==> src/rtl/conv_pool_stage.sv <==
// conv_pool_stage: ReLU plus 2x2 stride-2 max pooling on the raster-ordered
// convolution result stream. It tracks which image pixel each incoming
// result belongs to, drops windows that straddle the left edge or the row
// wrap, and emits one pooled value per pool window with its coordinates.
module conv_pool_stage #(
    parameter int DATA_WIDTH  = 16,
    parameter int KERNEL_SIZE = 5,
    parameter int IMAGE_SIZE  = 28,
    localparam int CONV_SIZE  = IMAGE_SIZE - KERNEL_SIZE + 1,
    localparam int POOL_SIZE  = CONV_SIZE / 2,
    localparam int PW         = (POOL_SIZE > 1) ? $clog2(POOL_SIZE) : 1
) (
    input  logic                         clk,
    input  logic                         reset,
    input  logic                         frame_start,
    input  logic signed [DATA_WIDTH-1:0] conv_result,
    output logic signed [DATA_WIDTH-1:0] pool_out,
    output logic                         pool_valid,
    output logic [PW-1:0]                pool_row,
    output logic [PW-1:0]                pool_col,
    output logic                         busy,
    output logic                         frame_done
);

    localparam int CW = $clog2(IMAGE_SIZE);

    // An odd conv map cannot be tiled by 2x2 pool windows.
    generate
        if (CONV_SIZE % 2 != 0) begin : g_bad_size
            $error("conv_pool_stage: IMAGE_SIZE-KERNEL_SIZE+1 must be even");
        end
    endgenerate

    typedef enum logic [1:0] {IDLE, ARM, RUN, FLUSH} state_t;

    state_t                       state;
    logic [CW-1:0]                row;
    logic [CW-1:0]                col;
    logic signed [DATA_WIDTH-1:0] h;
    logic signed [DATA_WIDTH-1:0] linebuf [POOL_SIZE];

    logic                         sampling;
    logic                         conv_ok;
    logic                         last_pixel;
    logic [CW-1:0]                cr;
    logic [CW-1:0]                cc;
    logic [PW-1:0]                j;
    logic [PW-1:0]                pr;
    logic signed [DATA_WIDTH-1:0] v;
    logic signed [DATA_WIDTH-1:0] m;
    logic signed [DATA_WIDTH-1:0] lb;
    logic signed [DATA_WIDTH-1:0] pooled;

    // Decode the current pixel position into conv/pool coordinates and form
    // the ReLU value and the horizontal and vertical maxima.
    always_comb begin
        // The result for pixel 0 arrives the cycle after frame_start, which
        // is the ARM cycle, so ARM already samples with counters at (0,0).
        sampling   = (state == ARM) || (state == RUN);
        conv_ok    = (row >= CW'(KERNEL_SIZE - 1)) && (col >= CW'(KERNEL_SIZE - 1));
        last_pixel = (row == CW'(IMAGE_SIZE - 1)) && (col == CW'(IMAGE_SIZE - 1));
        cr         = row - CW'(KERNEL_SIZE - 1);
        cc         = col - CW'(KERNEL_SIZE - 1);
        j          = PW'(cc >> 1);
        pr         = PW'(cr >> 1);
        v          = conv_result[DATA_WIDTH-1] ? '0 : conv_result;
        m          = (h > v) ? h : v;
        lb         = linebuf[j];
        pooled     = (lb > m) ? lb : m;
    end

    // Frame FSM, position counters, pooling state and registered outputs.
    always_ff @(posedge clk or posedge reset) begin
        if (reset) begin
            state      <= IDLE;
            row        <= '0;
            col        <= '0;
            h          <= '0;
            for (int i = 0; i < POOL_SIZE; i++) linebuf[i] <= '0;
            pool_out   <= '0;
            pool_valid <= 1'b0;
            pool_row   <= '0;
            pool_col   <= '0;
            busy       <= 1'b0;
            frame_done <= 1'b0;
        end else begin
            pool_valid <= 1'b0;
            frame_done <= 1'b0;
            if (frame_start) begin
                // A new frame (or an abort of the current one) discards all
                // partial pooling state and restarts from pixel (0,0).
                state <= ARM;
                busy  <= 1'b1;
                row   <= '0;
                col   <= '0;
                h     <= '0;
                for (int i = 0; i < POOL_SIZE; i++) linebuf[i] <= '0;
            end else begin
                case (state)
                    IDLE: begin
                        busy <= 1'b0;
                    end
                    ARM, RUN: begin
                        if (conv_ok) begin
                            if (!cc[0]) begin
                                h <= v;
                            end else if (!cr[0]) begin
                                linebuf[j] <= m;
                            end else begin
                                pool_out   <= pooled;
                                pool_row   <= pr;
                                pool_col   <= j;
                                pool_valid <= 1'b1;
                                frame_done <= (pr == PW'(POOL_SIZE - 1)) &&
                                              (j == PW'(POOL_SIZE - 1));
                            end
                        end
                        if (last_pixel) begin
                            row   <= '0;
                            col   <= '0;
                            state <= FLUSH;
                        end else begin
                            state <= RUN;
                            if (col == CW'(IMAGE_SIZE - 1)) begin
                                col <= '0;
                                row <= row + CW'(1);
                            end else begin
                                col <= col + CW'(1);
                            end
                        end
                    end
                    FLUSH: begin
                        state <= IDLE;
                        busy  <= 1'b0;
                    end
                    default: begin
                        state <= IDLE;
                        busy  <= 1'b0;
                    end
                endcase
            end
        end
    end

endmodule

==> config.mk <==
export PLATFORM = sky130hd
export DESIGN_NAME = conv_pool_stage
export DESIGN_NICKNAME = d
export VERILOG_FILES = /design/src/rtl/conv_pool_stage.sv
export SDC_FILE = /design/constraint.sdc
export NUM_CORES = 1
export LEC_CHECK = 0
export CORE_MARGIN = 2
export CORE_UTILIZATION = 45
export DETAILED_ROUTE_END_ITERATION = 10
export PLACE_DENSITY = 0.66
export RECOVER_POWER = 50
export SETUP_SLACK_MARGIN = 0.05
export SLEW_MARGIN = 20
export SYNTH_ARGS = -nofsm -noshare
export SYNTH_HDL_FRONTEND = slang
export SYNTH_SLANG_ARGS = --single-unit
==> constraint.sdc <==
create_clock -name clk -period 7.5 [get_ports clk]
set_input_delay 0.75 -clock clk [delete_from_list [all_inputs] [get_ports clk]]
set_output_delay 0.75 -clock clk [all_outputs]
set_load 0.01 [all_outputs]
==> impl_metrics.json <==
{
  "postCtsResizedCells": 0,
  "rsz0062_at_grt": "no",
  "synth_top_area_cell": "dfrtp_1",
  "nNetsFinal": 1103,
  "synthCells": 1008,
  "vdd_drop_max_uv": 194,
  "yosysMostFrequentCell": "dfrtp_1",
  "hold_buffers": 0,
  "synthTopCellsByCount": "234 x dfrtp_1, 193 x a22o_1, 99 x nand2_1, 46 x clkbuf_1, 46 x nor2_1",
  "worst_pin_slew_ps": 3890,
  "drv_slew": 280,
  "synth-seq-cells": 234,
  "place_hpwl_um": 20400,
  "cts-buffers-inserted": 27,
  "finalClockSkew_ps": 17.6,
  "start_kind": "primary input",
  "end_kind": "flip-flop",
  "detail_route.wirelength_um": 31800,
  "ios": 46,
  "path_clk_slew_ps": 60,
  "tns_ps": 0,
  "grt_pass1_vias": 8833,
  "yosysSeqAreaShare_pct": 50.2,
  "area_growth_pct": 15.0,
  "hold_viol_final": 0,
  "max_slew_margin_pct": -161,
  "via_per_inst": 6.09,
  "critPathRequiredTime_ps": 7940,
  "rows": 58,
  "path_class": "in2reg",
  "numPortBuffers": 45,
  "drive_gt1_share_pct": 15.4,
  "fmax_mhz": 166,
  "coreArea_um2": 25300,
  "mappedNetlistArea_um2": 11700,
  "async_flop_share_pct": 100,
  "synth_cell_type_count": 55,
  "die_h_um": 165,
  "grt_max_degree": 88,
  "gr-total-overflow": 0,
  "layout.cells.non_filler": 1390,
  "leakage_nw": 6.13,
  "die_x_um": 165,
  "gp_congestion": 0.850,
  "failed_checks": "max-capacitance violations, max-slew violations",
  "gr-usage-all-layers_pct": 24.5,
  "syn_nets": 1069,
  "cts_root_buf": "clkbuf_16",
  "outcome": "finished with violations",
  "yosysTopAreaCellShare_pct": 50.2,
  "grt_first_pass_wirelength_um": 50900,
  "htreeDepth": 1,
  "antenna_found_initial": 0,
  "yosys_warnings": 0,
  "fin_crit_sh_pct": 80.6,
  "timing.final.crit_period_ps": 6040,
  "wl_per_cell_um": 22.9,
  "clk_latency_ps": 540,
  "finish.utilization_pct": 52.9,
  "placed_cells": 1343,
  "synth_edf_count": 0,
  "setup_violations": 0,
  "maxCapViolations": 4,
  "hp-class": "reg2reg",
  "arrival_ps": 6490,
  "p_per_area_nw_per_um2": 225,
  "synthFlopType": "dfrtp_1",
  "syn-mean-instance-area_um2": 11.6,
  "ant_nets": 0,
  "drc": 0,
  "synth_area_leaders": "dfrtp_1 50%, a22o_1 15%, mux4_2 8.7%",
  "critPathMaxFanout": 29,
  "drtIter0Drc": 822,
  "cts.path.max_buffers": 3,
  "start_util_pct": 46.0,
  "cts_tree": "yes",
  "vias": 8470,
  "cts_setup_buffers": 0,
  "n_antenna_cell": 0,
  "dieArea_um2": 27200,
  "clkSinkCount": 234,
  "drtPass1Iterations": 5
}
## worst max-delay path, stage by stage
cell,delay [ps]
clkdlybuf4s50_1,620
nand2b_1,300
ha_1,310
nand3_2,90
or3_4,410
a311o_1,320
nand3b_1,420
and2_1,530
o21ai_1,140
buf_4,230
inv_1,80
ha_1,240
a21oi_1,130
o21ai_0,100
a21o_1,180
a221o_1,320
a211oi_1,240
o21a_1,730
o21ai_0,140
o21ai_0,190
## final timing paths
check | slack, ps | startpoint | endpoint | depth (start not counted)
setup / recovery | 1460 | conv_result[15] | pool_out[2] | 20
hold / removal | 470 | pool_out[8] | pool_out[8] | 2
setup reg to reg | 2170 | h[13] | pool_out[2] | 18
hold reg to reg | 470 | pool_out[8] | pool_out[8] | 2
max in group asynchronous | 2430 | reset | linebuf[174] | 3
min in group asynchronous | 1830 | reset | row[2] | 2
## metrics by stage
step                      total power (W)  area, um^2  setup slack (ps)  hold slack, ps
after global routing              0.00314       13400              1000             500
after floorplan                   0.00156       11700               332             468
after detailed placement          0.00168       12500               954             466
final                             0.00302       13400              1460             471
after global placement            0.00167       12500              1050             466
after CTS                         0.00305       13400              1500             479
## logic make-up after synthesis
| family | after synthesis | share of synthesized area (%) |
|---|---|---|
| AND/OR/NAND/NOR | 251 | 10.1 |
| adder cells (fa/ha/maj) | 42 | 4.51 |
| XOR/XNOR | 6 | 0.515 |
| flip-flops | 234 | 50.2 |
| multiplexers | 63 | 10.4 |
| buffers and inverters | 123 | 4.48 |
| AO/OA/AOI/OAI | 289 | 19.7 |
## layout by cell type (no fill, tap or decap), drive strengths merged, types with 2 or more instances in the layout
cell type and n:
dfrtp 234, a22o 193, nand2 99, nor2 46, mux4 45, o21ai 44
ha 42, inv 41, buf 39, nand3 38, clkbuf 36, clkdlybuf4s50 27
dlygate4sd3 18, mux2 16, o211ai 15, or3 15, nand2b 14, a21oi 13
nor3 9, clkinv 8, a21o 7, nor2b 5, and3 5, nand4 5
and2 4, bufinv 4, xnor2 3, nand3b 3, or2 3, xor2 3
a2111oi 2, a31o 2, o21a 2, mux2i 2, a31oi 2, clkinvlp 2
## power breakdown
| group | internal [W] | total (W) | switching (W) |
|---|---|---|---|
| Clock | 0.000842 | 0.00137 | 0.000529 |
| Combinational | 0.000115 | 0.000340 | 0.000225 |
| Sequential | 0.00128 | 0.00131 | 0.0000275 |
## final cells by class
type / count / area, um^2
Clock buffer: 33 / 748
Timing Repair Buffer: 87 / 757
Inverter: 41 / 155
Multi-Input combinational cell: 651 / 5300
Clock inverter: 14 / 180
Sequential cell: 234 / 5860
Tap cell: 330 / 413
Fill cell: 2167 / 11900
## flip-flops by register name, summed over array words and instances (netlist names)
signal and cells:
linebuf 180, pool_out 16, h 15, col 5
row 5, pool_col 4, pool_row 4, state 2
busy 1, frame_done 1, pool_valid 1
## metal layers
layer | vias up | wire, um | global-route usage (%)
li1 | 3823 | - | -
met4 | 0 | 974 | 8.14
met2 | 271 | 14600 | 38.9
met3 | 67 | 2070 | 4.32
met5 | - | 0 | 0
met1 | 4309 | 14100 | 34.2
Note: power is estimated with default switching activity, not from simulation.
==> RTL change, RTL diff (same settings) <==
Make the reset (`reset`) synchronous in one clocked block.
--- a/src/rtl/conv_pool_stage.sv
+++ b/src/rtl/conv_pool_stage.sv
@@ -72,3 +72,3 @@
     // Frame FSM, position counters, pooling state and registered outputs.
-    always_ff @(posedge clk or posedge reset) begin
+    always_ff @(posedge clk) begin
         if (reset) begin
Formal check against the unedited RTL: differs if reset is asserted again (counterexample within 4 cycles, from zero or initial values and one cycle with reset high); with reset held inactive, the same outputs for 4 cycles.
==> RTL change against the original RTL <==
The flow still finishes with violations (max-capacitance violations, max-slew violations). Cell area rose by 13%. Register-to-register slack got worse by 0.78 ns. Sequential cell count rose by 59. Worst setup slack got worse by 0.13 ns. Routed wire length fell by 0.83%. Synthesized area rose by 16%.
Power is not compared: it rests on default switching activity, and its combinational part moved more than twofold at a synthesized area within 25%.
==> RTL change: results (changes against the original RTL) <==
| Metric | Value |
|---|---|
| Clk_lat worst skew | `0.58 ns (was 0.54 ns)` |
| Worst R2R End | `pool_out[0] (was pool_out[2])` |
| Sequential share of the synthesized area | `60.9% (was 50.2%)` |
| Drt pass-1 iters | `6 (was 5)` |
| Top_reg_cell synth | `edfxtp_1 (was dfrtp_1)` |
| Clock skew | `0.0428 ns (was 0.0176 ns)` |
| List of most frequent post-synthesis cells | `edfxtp_1, nor2_1, mux4_2 (was dfrtp_1, a22o_1, nand2_1)` |
| Post-synth EDFFs | `240 (was 0)` |
| Syn_nets | `1,027 (was 1,069)` |
| Top post-synthesis cells by area | `edfxtp_1, mux4_2, dfxtp_1, nor2_1, ha_1 (was dfrtp_1, a22o_1, mux4_2, ha_1, nand2_1)` |
| Largest net degree at the start of global routing | `52 (was 88)` |
| Setup crit end | `pool_out[0] (was pool_out[2])` |
| Slew margin rel. | `-76.4% (was -161%)` |
| PostCTS Resize Cnt | `0 (unchanged)` |
| Vias in the first global route | `7,984 (was 8,833)` |
| Critical Path Source | `conv_result[15] (unchanged)` |
| Layout cells sized above 1 | `18.4% (was 15.4%)` |
| Nets | `1,063 (was 1,103)` |
| GR Util All Layers | `20.6% (was 24.5%)` |
| Gp weighted congestion | `0.816 (was 0.850)` |
| Final max-slew violation count | `29 (was 280)` |
| Port bufs | `44 (was 45)` |
| RR Startpoint | `col[2] (was h[13])` |
| Biggest regs | `linebuf: 240 flops, h: 15 flops, pool_out: 15 flops (was linebuf: 180 flops, pool_out: 16 flops, h: 15 flops)` |
| R2R Setup Slk | `1.39 ns (was 2.17 ns)` |
| Total CTS buffers | `31 (was 27)` |
| Synth unique cells | `56 (was 55)` |
| Status | `finished with violations (unchanged)` |
| First-pass GRT wire length | `48,800 um (was 50,900 um)` |
| Vias per cell | `5.68 (was 6.09)` |
| Synth warn | `0 (unchanged)` |
| 1st-iter DRT viols | `750 (was 822)` |
| Synth async-reset ratio | `0% (was 100%)` |
| Total wire length | `31,500 um (was 31,800 um)` |
| Post-place instance area | `0.0143 mm^2 (was 0.0125 mm^2)` |
| Max FO, Critical Path | `16 (was 29)` |
| Worst R2R Path Depth | `12 (was 18)` |
| Max_cap viols | `2 (was 4)` |
| Failing checks | `max-capacitance violations, max-slew violations (unchanged)` |
| Detailed Place HPWL | `21,100 um (was 20,400 um)` |
## RTL change: changes by cell type in the layout (fill, tap and decap cells not counted), sizes merged, moves of 29 or more
cell / delta
dfxtp: +53
mux4: +29
a22o: -193
mux2i: +32
nand2: -69
edfxtp: +240
dfrtp: -234
nor2: +177
## RTL change: cells by family after synthesis
logic type | share of synthesized area [%]
xor gates and xnor gates | 0.258
adders and majority gates | 4.05
buffers and inverters | 4.22
other | 0.0276
and+or+nand+nor | 11.6
muxes | 15.0
AOI/OAI and AO/OA | 3.88
DFF | 60.9
## RTL change: layout make-up
class / count / area, um^2
Clock buffer: 41 / 823
Clock inverter: 16 / 159
Fill cell: 2551 / 14500
Inverter: 43 / 161
Multi-Input combinational cell: 560 / 4660
Sequential cell: 293 / 8270
Tap cell: 390 / 488
Timing Repair Buffer: 71 / 609
## RTL change: worst min-delay path by stage
| stage | slack [ns] | end | from | depth (start not counted) |
|---|---|---|---|---|
| finish | 0.49 | pool_row[1] | pool_row[1] | 2 |
| global route | 0.54 | pool_row[2] | pool_row[2] | 2 |
| CTS | 0.50 | pool_row[1] | pool_row[1] | 2 |
| detailed placement | 0.49 | pool_row[1] | pool_row[1] | 2 |
| global placement | 0.48 | busy | busy | 2 |
| floorplan | 0.48 | state[1] | state[1] | 2 |
## RTL change: per-layer routing
| layer | global-route usage, % | vias to the layer above | wire, um |
|---|---|---|---|
| met5 | 0 | - | 0 |
| li1 | - | 3631 | - |
| met3 | 3.47 | 53 | 2290 |
| met1 | 30.1 | 4061 | 13700 |
| met2 | 32.0 | 290 | 14700 |
| met4 | 5.64 | 0 | 794 |
## RTL change: stage by stage
step | instances | setup slack [ns]
6_report | 1414 | 1.33
5_1_grt | 1414 | 0.830
4_1_cts | 1414 | 1.79
3_5_place_dp | 1357 | 1.18
3_3_place_gp | 1357 | 1.32
2_1_floorplan | 964 | 2.75
## RTL change: critical path, stage by stage
cell and delay, ns:
dlygate4sd3_1 0.77, nor2b_1 0.30, inv_1 0.08, ha_1 0.30, nor2b_1 0.13, o211ai_1 0.09, a2111o_1 0.41, a31oi_4 0.73
mux2i_1 0.27, clkbuf_1 0.62, ha_1 0.27, nand4_1 0.13, nor4_1 0.38, a21boi_0 0.25, o31a_1 0.56, nand2b_2 0.41
o221ai_1 0.15
## RTL change: report_power, final
group	internal (W)	leakage, nW	switching (W)	total (W)
clock network	0.000871	0.487	0.000625	0.00150
logic	0.0000517	1.87	0.0000978	0.000150
registers	0.00180	2.98	0.0000122	0.00181
